File: src/rtl/trap_ctrl.sv
// Machine-mode trap/return controller: owns mstatus/mie/mtvec/mepc/mcause,
// decides trap entry and mret at M, and drives the flush and fetch redirect.
module trap_ctrl #(
    parameter logic [31:0] RESET_MTVEC  = 32'h0000_0100,
    parameter int unsigned DRAIN_CYCLES = 2
) (
    input  logic        clk,
    input  logic        rst,
    input  logic        ext_irq,
    input  logic        timer_irq,
    input  logic        validM,
    input  logic        returnM,
    input  logic [31:0] PCM,
    input  logic        csr_we,
    input  logic [11:0] csr_addr,
    input  logic [31:0] csr_wdata,
    output logic [31:0] csr_rdata,
    output logic        Int_flush,
    output logic        pc_redirect,
    output logic [31:0] redirect_pc,
    output logic        irq_ack,
    output logic        mie_global
);

    localparam logic [11:0] A_MSTATUS = 12'h300;
    localparam logic [11:0] A_MIE     = 12'h304;
    localparam logic [11:0] A_MTVEC   = 12'h305;
    localparam logic [11:0] A_MEPC    = 12'h341;
    localparam logic [11:0] A_MCAUSE  = 12'h342;
    localparam logic [11:0] A_MIP     = 12'h344;
    localparam logic [3:0]  DRAIN_LOAD = 4'(DRAIN_CYCLES - 1);

    typedef enum logic [1:0] {IDLE, TRAP, RET, DRAIN} state_t;

    state_t      state_q, state_d;
    logic        st_mie_q, st_mie_d;
    logic        st_mpie_q, st_mpie_d;
    logic        meie_q, meie_d;
    logic        mtie_q, mtie_d;
    logic [31:0] mtvec_q, mtvec_d;
    logic [31:0] mepc_q, mepc_d;
    logic [31:0] mcause_q, mcause_d;
    logic [3:0]  cnt_q, cnt_d;
    logic        flush_q, flush_d;
    logic        redir_q, redir_d;
    logic [31:0] redir_pc_q, redir_pc_d;
    logic        ack_q, ack_d;

    logic ext_take, tmr_take, take_irq, take_ret, csr_wr;

    assign ext_take = ext_irq & meie_q;
    assign tmr_take = timer_irq & mtie_q;
    assign take_irq = (state_q == IDLE) & validM & ~returnM & st_mie_q & (ext_take | tmr_take);
    assign take_ret = (state_q == IDLE) & validM & returnM;
    // Writes outside IDLE come from instructions that are being flushed.
    assign csr_wr   = csr_we & (state_q == IDLE);

    always_comb begin
        csr_rdata = 32'h0;
        case (csr_addr)
            A_MSTATUS: begin
                csr_rdata[3] = st_mie_q;
                csr_rdata[7] = st_mpie_q;
            end
            A_MIE: begin
                csr_rdata[11] = meie_q;
                csr_rdata[7]  = mtie_q;
            end
            A_MTVEC:  csr_rdata = mtvec_q;
            A_MEPC:   csr_rdata = mepc_q;
            A_MCAUSE: csr_rdata = mcause_q;
            A_MIP: begin
                csr_rdata[11] = ext_irq;
                csr_rdata[7]  = timer_irq;
            end
            default:  csr_rdata = 32'h0;
        endcase
    end

    always_comb begin
        state_d    = state_q;
        st_mie_d   = st_mie_q;
        st_mpie_d  = st_mpie_q;
        meie_d     = meie_q;
        mtie_d     = mtie_q;
        mtvec_d    = mtvec_q;
        mepc_d     = mepc_q;
        mcause_d   = mcause_q;
        cnt_d      = cnt_q;
        flush_d    = flush_q;
        redir_d    = 1'b0;
        redir_pc_d = redir_pc_q;
        ack_d      = 1'b0;

        if (csr_wr) begin
            case (csr_addr)
                A_MSTATUS: begin
                    st_mie_d  = csr_wdata[3];
                    st_mpie_d = csr_wdata[7];
                end
                A_MIE: begin
                    meie_d = csr_wdata[11];
                    mtie_d = csr_wdata[7];
                end
                A_MTVEC:  mtvec_d  = csr_wdata & ~32'h3;
                A_MEPC:   mepc_d   = csr_wdata & ~32'h3;
                A_MCAUSE: mcause_d = csr_wdata;
                default: ;
            endcase
        end

        case (state_q)
            IDLE: begin
                if (take_ret) begin
                    state_d    = RET;
                    flush_d    = 1'b1;
                    redir_d    = 1'b1;
                    redir_pc_d = mepc_d;
                end else if (take_irq) begin
                    // Trap updates override any same-cycle write to these CSRs.
                    state_d    = TRAP;
                    flush_d    = 1'b1;
                    redir_d    = 1'b1;
                    ack_d      = 1'b1;
                    redir_pc_d = mtvec_d;
                    mepc_d     = PCM & ~32'h3;
                    mcause_d   = ext_take ? {1'b1, 31'd11} : {1'b1, 31'd7};
                    st_mpie_d  = st_mie_q;
                    st_mie_d   = 1'b0;
                end
            end
            TRAP: begin
                state_d = DRAIN;
                cnt_d   = DRAIN_LOAD;
                flush_d = 1'b1;
            end
            RET: begin
                state_d   = DRAIN;
                cnt_d     = DRAIN_LOAD;
                flush_d   = 1'b1;
                st_mie_d  = st_mpie_q;
                st_mpie_d = 1'b1;
            end
            DRAIN: begin
                if (cnt_q == 4'd0) begin
                    state_d = IDLE;
                    flush_d = 1'b0;
                end else begin
                    cnt_d   = cnt_q - 4'd1;
                    flush_d = 1'b1;
                end
            end
            default: begin
                state_d = IDLE;
                flush_d = 1'b0;
            end
        endcase
    end

    always_ff @(posedge clk or negedge rst) begin
        if (!rst) begin
            state_q    <= IDLE;
            st_mie_q   <= 1'b0;
            st_mpie_q  <= 1'b0;
            meie_q     <= 1'b0;
            mtie_q     <= 1'b0;
            mtvec_q    <= RESET_MTVEC & ~32'h3;
            mepc_q     <= 32'h0;
            mcause_q   <= 32'h0;
            cnt_q      <= 4'd0;
            flush_q    <= 1'b0;
            redir_q    <= 1'b0;
            redir_pc_q <= 32'h0;
            ack_q      <= 1'b0;
        end else begin
            state_q    <= state_d;
            st_mie_q   <= st_mie_d;
            st_mpie_q  <= st_mpie_d;
            meie_q     <= meie_d;
            mtie_q     <= mtie_d;
            mtvec_q    <= mtvec_d;
            mepc_q     <= mepc_d;
            mcause_q   <= mcause_d;
            cnt_q      <= cnt_d;
            flush_q    <= flush_d;
            redir_q    <= redir_d;
            redir_pc_q <= redir_pc_d;
            ack_q      <= ack_d;
        end
    end

    assign Int_flush   = flush_q;
    assign pc_redirect = redir_q;
    assign redirect_pc = redir_pc_q;
    assign irq_ack     = ack_q;
    assign mie_global  = st_mie_q;

endmodule
File: config.mk
export PLATFORM = sky130hd
export DESIGN_NAME = trap_ctrl
export DESIGN_NICKNAME = d
export VERILOG_FILES = /design/src/rtl/trap_ctrl.sv
export SDC_FILE = /design/constraint.sdc
export NUM_CORES = 1
export LEC_CHECK = 0
export BUFFER_PORTS_ARGS = -buffer_cell sky130_fd_sc_hd__buf_2
export CELL_PAD_IN_SITES_DETAIL_PLACEMENT = 1
export CELL_PAD_IN_SITES_GLOBAL_PLACEMENT = 1
export CORE_MARGIN = 2
export CORE_UTILIZATION = 46
export CTS_BUF_LIST = sky130_fd_sc_hd__clkbuf_2 sky130_fd_sc_hd__clkbuf_4 sky130_fd_sc_hd__clkbuf_8
export CTS_CLUSTER_SIZE = 28
export DETAILED_ROUTE_END_ITERATION = 8
export PLACE_DENSITY_LB_ADDON = 0.1
export SLEW_MARGIN = 40
export SYNTH_ARGS = -nofsm -noshare
export SYNTH_HDL_FRONTEND = slang
export SYNTH_SLANG_ARGS = --single-unit
File: constraint.sdc
create_clock -name clk -period 4.45 [get_ports clk]
set_input_delay 0.89 -clock clk [delete_from_list [all_inputs] [get_ports clk]]
set_output_delay 0.89 -clock clk [all_outputs]
set_load 0.005 [all_outputs]
* Yosys cells after proc, flatten, opt, wreduce, memory -nomap -nowiden
Index checks and enable logic that the tools add are counted.
** Storage, ports and cells
- Word-level logic and storage cells :: 92
- Bits of input ports :: 83
- Bits in writable memories :: 0
- Bits in registers :: 141
- Bits in latches :: 0
- Output and inout port bits :: 68
- Memories kept :: 0
- Bits in read-only memories :: 0
** Operators by class
- Bitwise logic cells :: 10
- Divide/modulo/power cells :: 0
- Equality and inequality tests :: 12
- $mul :: 0
- Muxes and demuxes :: 47
- Add/subtract/negate cells :: 1
- Reductions and logical operators :: 9
- Shift operators :: 0
- Order comparisons :: 0
** Operators by type and width (count)
- $mux 32 :: 14
- $eq 12x10->1 const B :: 6
- $pmux 20 s3 :: 1
- $pmux 3 s3 :: 3
- $mux 1 :: 16
- $and 1x1->1 :: 8
- $mux 4 :: 2
- $pmux 4 s2 :: 1
- $reduce_and 2->1 :: 4
- $mux 2 :: 3
- $pmux 1 s6 :: 1
- $pmux 2 s3 :: 1
- $pmux 1 s5 :: 1
- $eq 2x2->1 const B :: 2
- $logic_not 4->1 :: 1
- $ne 2x2->1 const B :: 2
- $pmux 1 s2 :: 2
- $pmux 1 s4 :: 1
- $reduce_bool 2->1 :: 2
- $sub 4x1->4 const B :: 1
- $ne 3x3->1 const B :: 1
- $pmux 1 s3 :: 1
- $eq 2x1->1 const B :: 1
- $logic_not 2->1 :: 1
- other kinds (3) :: 3

* Longest topological paths before layout
Gate-level depths: netlist (run 1).
- Depth in word-level cells :: 8
- Mapped depth :: 10
- Depth with buffers taken out :: 7

* Least setup slack after synthesis (run 1)
No wires, ideal clock.
- Path type :: input to output
- Start point :: input csr_addr[11]
- End point :: output csr_rdata[10]
- Cell stages on the path :: 6
- Data required time :: 3.560 ns
- Buffers on the path :: 2
- Setup slack :: 1.116 ns
- Arrival :: 2.444 ns
- Path through :: or4bb_1 -> buf_2 -> nor4_1 -> clkbuf_1 -> a22oi_1 -> nand2_1
** Between the ends
- Cells in the longest elaborated chain, start to end :: 2
- Elaborated cells between the ends (all ways) :: 4
- Those cells by class :: eq/ne (3); mux (1)
** RTL lines
- start: declaration :: RTL line 15 : input logic [11:0] csr_addr,
- $eq 12x10->1 :: RTL line 60 : case (csr_addr)
- $pmux 3 s3 (*) :: RTL line 60
- end: declaration :: RTL line 17 : output logic [31:0] csr_rdata,
Every way passes the cells marked *; elsewhere a longest branch is shown, timed or not.

* Final worst setup path (run 1)
- Start point :: input csr_addr[11]
- End point :: output csr_rdata[2]
Same word-level chain as after synthesis.

==> results of run 1 <==
==> sequential cells by signal, summed over array words and instances (netlist names) <==
signal / flops
state_q: 2
Int_flush: 1
mtie_q: 1
st_mpie_q: 1
mcause_q: 32
cnt_q: 4
redirect_pc: 32
mepc_q: 32
mtvec_q: 32
mie_global: 1
irq_ack: 1
meie_q: 1
pc_redirect: 1
==> worst max-delay path by stage <==
stage	start	to	slack (ns)
3_5_place_dp	csr_addr[11]	csr_rdata[2]	0.65
5_1_grt	csr_addr[11]	csr_rdata[2]	0.55
2_1_floorplan	csr_addr[11]	csr_rdata[10]	1.12
4_1_cts	csr_addr[11]	csr_rdata[2]	0.65
3_3_place_gp	csr_addr[11]	csr_rdata[2]	0.71
6_report	csr_addr[11]	csr_rdata[2]	0.62
==> layout by cell type (no fill, tap or decap), types with 7 or more instances in the layout <==
master      n
nor2_1      7
o21ai_0    33
a22o_1      8
o211a_1    24
mux2i_1    39
o22a_1     21
buf_2     147
or3_1      25
a21oi_1    29
a221o_1     9
dfrtp_1   140
inv_1      14
buf_4      13
nand2_1   145
a22oi_1    25
mux2_2     34
clkbuf_8   18
==> cell type report <==
type,count,area [um2],area share [%]
clock buffer,20,263,3.16
clock inverter,12,121,1.46
inverter,16,60.1,0.721
multi-input combinational,478,3230,38.8
sequential,141,3530,42.4
tap,188,235,2.82
timing repair buffer,163,888,10.7
==> power groups by stage <==
stage	combinational (mW)	clock (mW)	sequential (mW)
after floorplan	0.443	0	1.54
after CTS	0.763	1.04	1.52
after global routing	0.837	1.10	1.54
after detailed placement	0.760	0	1.55
after global placement	0.719	0	1.54
final	0.753	1.01	1.52
==> cells in the mapped netlist, types with 3 or more instances <==
| master | instances | share of area, % |
|---|---|---|
| mux2_2 | 34 | 5.4 |
| o211a_1 | 24 | 3.4 |
| o21ai_0 | 33 | 2.3 |
| and3_1 | 5 | 0.44 |
| nor3b_1 | 5 | 0.53 |
| inv_1 | 15 | 0.80 |
| o22a_1 | 21 | 2.6 |
| buf_6 | 4 | 0.64 |
| dfrtp_1 | 140 | 50 |
| nor4_1 | 6 | 0.53 |
| a22o_1 | 8 | 0.99 |
| nand4_1 | 5 | 0.44 |
| buf_2 | 6 | 0.42 |
| mux2i_1 | 39 | 5.5 |
| nand2b_1 | 3 | 0.27 |
| ha_1 | 6 | 1.1 |
| a22oi_1 | 25 | 2.7 |
| nor4bb_1 | 3 | 0.42 |
| nor2_1 | 7 | 0.37 |
| o21ai_1 | 4 | 0.28 |
| a21oi_1 | 29 | 2.1 |
| clkbuf_1 | 39 | 2.1 |
| nand2_1 | 145 | 7.7 |
| o22a_2 | 4 | 0.57 |
| or3_1 | 25 | 2.2 |
| a221o_1 | 9 | 1.3 |
| nand3_1 | 6 | 0.42 |
| a222oi_1 | 5 | 0.71 |
==> worst max-delay path: stages <==
cell,delay (ns)
buf_2,0.10
or4bb_1,0.72
nor4_2,0.36
buf_4,0.44
a22oi_1,0.13
nand2_1,0.15
buf_2,0.13
==> metal layers <==
metal  vias to the layer above  GRT usage, %  wire length [um]
met5                         -             0                 0
met4                         0          8.08               276
met3                        26          6.09              1230
met2                       184          46.3             10800
met1                      3079          36.2              9230
li1                       2743             -                 -
==> logic make-up (layout without fill, tap and decap cells) <==
group / Yosys count / in the layout / share of synthesized area, %
AOI/OAI and AO/OA: 171 / 171 / 17.8
adders and majority gates: 6 / 6 / 1.06
buffers and inverters: 70 / 211 / 4.67
DFF: 141 / 141 / 49.9
muxes: 73 / 73 / 10.9
and+or+nand+nor: 228 / 228 / 15.6
==> through the flow <==
step                util [%]  power (mW)
floorplan                  -        1.98
global placement        52.6        2.26
detailed placement      52.6        2.31
CTS                     55.1        3.33
global route            55.2        3.48
finish                  55.2        3.29
==> flow_summary.toml, run 1 <==
[yosys]
ys_ff_latch = 141
syn_nets = 778
synth_warnings = 0
synth_cells = 689
ys.flop_type = "dfrtp_1"
synth_cell_types = 53
ys_async_sr_fraction_pct = 100
synth_edf_count = 0
syn-cell-area_um2 = 7070
ys_seq_area_share_pct = 49.9
synth.avg_cell_area_um2 = 10.3

[layout]
diodes = 0
synthToLayoutAreaGrowth_pct = 17.8
instances_no_fill = 1018
num-fill-cells = 1745
drive_above_1_share_pct = 29.4
fin_area_um2 = 8330
final_nets = 906

[drt]
dr.first_iter.drc_count = 412
routed_wl_mm = 21.6
wl_per_cell_um = 21.2
vias = 6032
drtPass1Iterations = 7
vias_per_cell = 5.93
ant_nets = 0
drc_errors = 0

[cts]
htreeDepth = 4
cts_made_buffers = 17
clk_path_buf_depth = 2
post_cts_resized = 0
postCtsSetupBuffers = 0
clk_pin_slew_ns = 0.08
cts.sinks = 141
root_buffer = "clkbuf_8"
clk_latency_ns = 0.45
cts_tree = "yes"
cts_hold_buf = 0

[power]
clkPwrFrac_pct = 30.8
sw_frac_of_total_pct = 28.6
pwr-share-comb_pct = 22.9
ir_worst_vdd_v = 0.000224
power.switching_mw = 0.942
p_int_mw = 2.35
p_per_area_nw_per_um2 = 395
p_leak_nw = 4.12
pwr-share-seq_pct = 46.3

[worst_setup_path]
r2r-start = "state_q[0]"
r2r_slack_ns = 1.67
startpoint_type = "input pin"
reg2reg_depth = 8
arrival_ns = 2.94
crit_path_end_kind = "output pin"
critical_path_class = "in -> out"
crit_required_ns = 3.56
crit_fanout = 29
timing.rr.end = "redirect_pc[14]"

[hold_path]
hold_class = "in -> async"

[sta]
whs_ns = 0.426
fin_crit_ns = 3.83
final-max-slew-violation-count = 0
slew-limit-headroom_pct = 51.8
rsz0062_at_grt = "no"
setup_tns_ns = 0
setup_slack_ns = 0.617
min_period_over_period_pct = 86.1
tightest_slew_ns = 0.723
fmax_ghz = 0.261
skew_ns = 0.00920
setup_viol = 0
hold_viol = 0

[global_routing]
grt_pass1_vias = 6602
grt_remaining_overflow = 0
grtUsageTotal_pct = 27.6
grt_antenna_before_repair = 0
grt_pass1_wl_mm = 34.9
grt_max_degree = 94

[run_status]
status = "finished, final reports clean"

[placed_design]
dp_cells = 986
dpl_cell_area_um2 = 7940
pre_cts_slack_ns = 0.645
port_buffers = 148
dpl.hpwl_mm = 13.5
gp_congestion = 0.807

[floorplan]
io_pins = 151
core_area_um2 = 15100
die_area_um2 = 16400
die_h_um = 128
start_util_pct = 46.9
die_x_um = 128
num_rows = 45

[job]
drv_cap = 0
No activity file was read; power rests on OpenSTA's default activity.
==> run 2, diff against run 1 <==
Settings changed: ABC_AREA set to 1, CORE_UTILIZATION 46 to 45.
==> run 2 against run 1 <==
Total power rose by 13%. Routed wire length rose by 15%. Sequential cell count did not move. Clock power rose by 29%. Worst hold slack improved by 0.022 ns. Sequential share of layout area fell by 2.3 points. Critical path depth rose by 2. Global-route usage rose by 1.6 points. Via count rose by 22%. Cell count rose by 29%.
==> flow_summary.toml, run 2 <==
[cts]
clk_path_buf_depth = 2
htreeDepth = 4
cts_tree = "yes"
postCtsSetupBuffers = 0
cts_hold_buf = 0
clk_pin_slew_ns = 0.08
cts_made_buffers = 17
post_cts_resized = 0
root_buffer = "clkbuf_8"
cts.sinks = 141
clk_latency_ns = 0.45

[placed_design]
port_buffers = 148
gp_congestion = 0.818
dp_cells = 1277
pre_cts_slack_ns = 1.02
dpl.hpwl_mm = 15.7

[yosys]
ys_seq_area_share_pct = 47.6
synth_top_area_share_pct = 47.3
synth.most_common_cell = "nand2_1"
synth_cells = 955
yosysTopAreaCell = "dfrtp_1"
synth_warnings = 0
ys.flop_type = "dfrtp_1"
ys_async_sr_fraction_pct = 100
syn-cell-area_um2 = 7410
synth_cell_types = 35
synth.avg_cell_area_um2 = 7.76
synthTopCellsByCount = "254 x nand2_1, 163 x nand3_1, 140 x dfrtp_1"
ys_ff_latch = 141
syn_nets = 1044
synth_edf_count = 0
synthTopCellsByArea = "dfrtp_1 47%, nand2_1 13%, nand3_1 11%, inv_1 5.8%, nand4_1 5.2%"

[sta]
hold_viol = 0
setup_tns_ns = 0
setup_viol = 0
fmax_ghz = 0.282
fin_crit_ns = 3.55
setup_slack_ns = 0.902
rsz0062_at_grt = "no"
final-max-slew-violation-count = 0
skew_ns = 0.00993
tightest_slew_ns = 0.755
min_period_over_period_pct = 79.7
slew-limit-headroom_pct = 49.6

[power]
p_leak_nw = 4.81
power_mw = 3.72
ir_worst_vdd_v = 0.000185
p_per_area_nw_per_um2 = 422

[worst_setup_path]
crit_fanout = 17
cp-startpoint = "csr_addr[1]"
crit_path_end_kind = "output pin"
r2r-start = "state_q[0]"
crit_required_ns = 3.56
critical_path_class = "in -> out"
arrival_ns = 2.66
startpoint_type = "input pin"

[hold_path]
hold_class = "in -> async"

[floorplan]
io_pins = 151
die_h_um = 132
die_x_um = 132
core_area_um2 = 16000
die_area_um2 = 17500
start_util_pct = 46.3
num_rows = 46

[layout]
final_cell_mix = "253 x nand2_1, 162 x nand3_1, 147 x buf_2"
num-fill-cells = 2063
final_nets = 1169
drive_above_1_share_pct = 19.9
post-route-util_pct = 55.0
synthToLayoutAreaGrowth_pct = 18.9
instances_no_fill = 1309
final_common_cell = "nand2_1"
diodes = 0

[job]
drv_cap = 0

[drt]
dr.first_iter.drc_count = 442
vias_per_cell = 5.62
ant_nets = 0
drc_errors = 0
wl_per_cell_um = 19.0
drtPass1Iterations = 5
vias = 7354
routed_wl_mm = 24.9

[global_routing]
use_met2_pct = 48.7
grt.busiest_layer = "met2"
grt_pass1_vias = 7726
grt_antenna_before_repair = 0
grt_use_met1_pct = 39.5
grtUsageTotal_pct = 29.2
grt_pass1_wl_mm = 40.5
use_met3_pct = 4.00
grt_max_degree = 93
grt_remaining_overflow = 0

[run_status]
status = "finished, final reports clean"
==> run 2: cell types whose count changed after synthesis, sizes merged, moves of 32 or more <==
cell,delta
buf,+32
inv,+101
mux2,-34
mux2i,-39
nand2,+110
nand3,+160
nand4,+56
==> run 2: critical path: stages <==
cell and delay [ns]:
buf_2 0.13, inv_1 0.09, nand2_2 0.10, nor2_4 0.43
nand2_1 0.40, o22ai_1 0.33, nor2_1 0.08, nand2_1 0.09
buf_2 0.12
==> run 2: cells by family after synthesis <==
group	count (synthesis)	synth area share, %
and+or+nand+nor	526	32.5
buffers and inverters	181	10.1
DFF	141	47.6
AOI/OAI and AO/OA	99	8.51
adders and majority gates	6	1.01
xor gates and xnor gates	2	0.236
==> run 2: worst paths after layout <==
| kind | end | slack [ns] | cells past startpoint |
|---|---|---|---|
| min in group clk | redirect_pc[1] | 0.49 | 2 |
| min reg2reg | redirect_pc[1] | 0.49 | 2 |
| max | csr_rdata[11] | 0.90 | 9 |
| max in group asynchronous | mtvec_q[8] | 3.06 | 2 |
| min | mepc_q[28] | 0.45 | 1 |
| max reg2reg | redirect_pc[7] | 1.66 | 9 |
==> run 2: report_power, final <==
part	total, mW	leakage, nW	internal, mW	switching [mW]
clock	1.30	0.248	0.781	0.515
sequential	1.57	1.56	1.47	0.102
combinational	0.851	3.00	0.335	0.517
total	3.72	4.81	2.58	1.13
==> run 2: area by class of cell <==
type | instances | area (um2) | share of cell area [%]
clock inverter | 11 | 210 | 2.39
sequential | 141 | 3530 | 40.1
multi-input combinational | 633 | 3160 | 35.8
inverter | 118 | 443 | 5.03
tap | 216 | 270 | 3.07
clock buffer | 21 | 289 | 3.28
timing repair buffer | 169 | 908 | 10.3
==> run 2: through the flow <==
step	hold slack [ns]	area [um2]
3_5_place_dp	0.471	8310
4_1_cts	0.465	8810
3_3_place_gp	0.465	8300
2_1_floorplan	0.455	7410
6_report	0.449	8810
5_1_grt	0.490	8810
==> run 2: routing by layer <==
| layer | share of wire [%] | up-vias |
|---|---|---|
| li1 | - | 3424 |
| met1 | 44 | 3620 |
| met2 | 49 | 274 |
| met3 | 5.8 | 36 |
| met4 | 1.7 | 0 |
| met5 | 0 | - |
==> run 3, diff against run 2 <==
Settings changed: CORE_UTILIZATION 45 to 37.
Clock period 4.45 ns to 3.1 ns, I/O delays scaled along.
==> run 3 against run 2 <==
Clock power increased by 18%. Worst hold slack got worse by 0.28 ns. Total power increased by 36%. Clock-buffer cell count increased by 4. Sequential power increased by 43%. Critical endpoint unchanged. Cell count increased by 4.4%. Combinational power increased by 49%.
==> flow_summary.toml, run 3 (synthesis results as in run 2) <==
[global_routing]
grtUsageTotal_pct = 24.4
grt_pass1_vias = 7453
grt_max_degree = 68
grt_pass1_wl_mm = 40.8
grt_remaining_overflow = 0
grt_antenna_before_repair = 0

[worst_setup_path]
crit_fanout = 9
arrival_ns = 2.17
crit_path_end_kind = "output pin"
timing.critical_path.slowest_cell_delay_ns = 0.34
cp_cell_sequence = "buf_2, nor2_1, nand2_1, nor2_4, nand2_1, o22ai_1, nor2_1, nand2_1, buf_2"
crit_buf_inv = 2
critical_path_class = "in -> out"
crit_slowest_cell = "nand2_1"
crit_top_cell = "nand2_1"
startpoint_type = "input pin"
path_delay_family = "simple AND/OR/NAND/NOR gates"
r2r_slack_ns = 0.82
crit_required_ns = 2.48

[cts]
cts_hold_buf = 0
cts.sinks = 141
clk_pin_slew_ns = 0.07
postCtsSetupBuffers = 0
htreeDepth = 4
clk_path_buf_depth = 2
post_cts_resized = 0
cts_tree = "yes"
cts_made_buffers = 17
clk_latency_ns = 0.45
root_buffer = "clkbuf_8"

[sta]
setup_viol = 0
whs_ns = 0.172
rsz0062_at_grt = "no"
tightest_slew_ns = 0.778
skew_ns = 0.0121
slew-limit-headroom_pct = 48.2
min_period_over_period_pct = 89.9
setup_tns_ns = 0
hold_viol = 0
final-max-slew-violation-count = 0
fin_crit_ns = 2.79
fmax_ghz = 0.359

[placed_design]
gp_congestion = 0.768
port_buffers = 148
dpl.hpwl_mm = 16.7
dp_cells = 1335

[power]
pwr-share-seq_pct = 44.6
clkPwrFrac_pct = 30.4
power_mw = 5.06
pwr-share-comb_pct = 25.1
sw_frac_of_total_pct = 32.1
ir_worst_vdd_v = 0.000239
power.switching_mw = 1.62
p_leak_nw = 4.84
p_per_area_nw_per_um2 = 567
p_int_mw = 3.44

[floorplan]
die_area_um2 = 21200
start_util_pct = 37.9
die_h_um = 146
num_rows = 51
die_x_um = 146
io_pins = 151
core_area_um2 = 19500

[layout]
diodes = 0
final_cell_mix = "253 x nand2_1, 162 x nand3_1, 147 x buf_2"
drive_above_1_share_pct = 20.6
final_common_cell = "nand2_1"
synthToLayoutAreaGrowth_pct = 20.3
regArea_um2 = 3530
multi_input_area_um2 = 3160
instances_no_fill = 1367
final_nets = 1178
num-fill-cells = 2493

[drt]
met3_length_mm = 1.21
vias_per_cell = 5.31
highest_layer = "met4"
met2_length_mm = 11.8
ant_nets = 0
routed_wl_mm = 25.4
drc_errors = 0
drtPass1Iterations = 5
dr.first_iter.drc_count = 379
vias = 7265
wl_per_cell_um = 18.6
wl_met1_mm = 12.0

[run_status]
status = "finished, final reports clean"

[job]
drv_cap = 0

[hold_path]
hold_class = "in -> async"
==> run 3: cell types whose count changed in the layout (fill, tap and decap cells not counted) <==
cell	change
clkinv_2	+1
buf_4	+2
buf_6	+2
clkinvlp_4	-1
clkbuf_8	-1
buf_12	+4
bufinv_16	-4
clkbuf_4	+5
buf_16	+1
==> run 3: final timing paths <==
kind,startpoint,to,depth (start not counted)
worst max-delay path,csr_addr[11],csr_rdata[11],9
worst min-delay path,rst,redirect_pc[30],1
worst max register to register,state_q[0],mepc_q[22],9
worst min register to register,redirect_pc[9],redirect_pc[9],2
max in group asynchronous,rst,mtvec_q[11],2
min in group clk,PCM[10],mepc_q[10],3
==> run 3: metal layers <==
layer	up-vias	GRT usage, %
met5	-	0
met4	0	6.23
met3	24	4.14
met2	190	39.5
met1	3604	34.2
li1	3447	-
==> run 3: worst register-to-register path, delay by kind of cell, from the launching register on <==
| family | cells | cell delay, ns |
|---|---|---|
| flip-flops | 1 | 0.41 |
| buffers and inverters | 3 | 0.73 |
| adder cells (fa/ha/maj) | 1 | 0.29 |
| AND/OR/NAND/NOR | 5 | 0.77 |
==> run 3: power by group through the flow <==
stage,logic (mW),clock network (mW),registers (mW)
after floorplan,0.675,0,2.29
after global placement,1.23,0,2.29
after detailed placement,1.28,0,2.29
after CTS,1.29,1.58,2.26
after global routing,1.43,1.65,2.29
final,1.27,1.54,2.25
==> run 3: layout make-up <==
class                   count  area share (%)
well taps                 265            3.72
multi-input cells         633            35.4
repair buffers            178            11.8
clock inverters             7           0.982
inverters                 118            4.97
flip-flops and latches    141            39.6
clock buffers              25            3.51
==> run 3: through the flow <==
stage	instance area (um2)	util, %	worst slack, ns
after global placement	8470	43.4	0.337
after CTS	8910	45.7	0.303
final	8910	45.7	0.314
after floorplan	7410	-	0.838
after detailed placement	8510	43.6	0.296
after global routing	8910	45.7	0.169
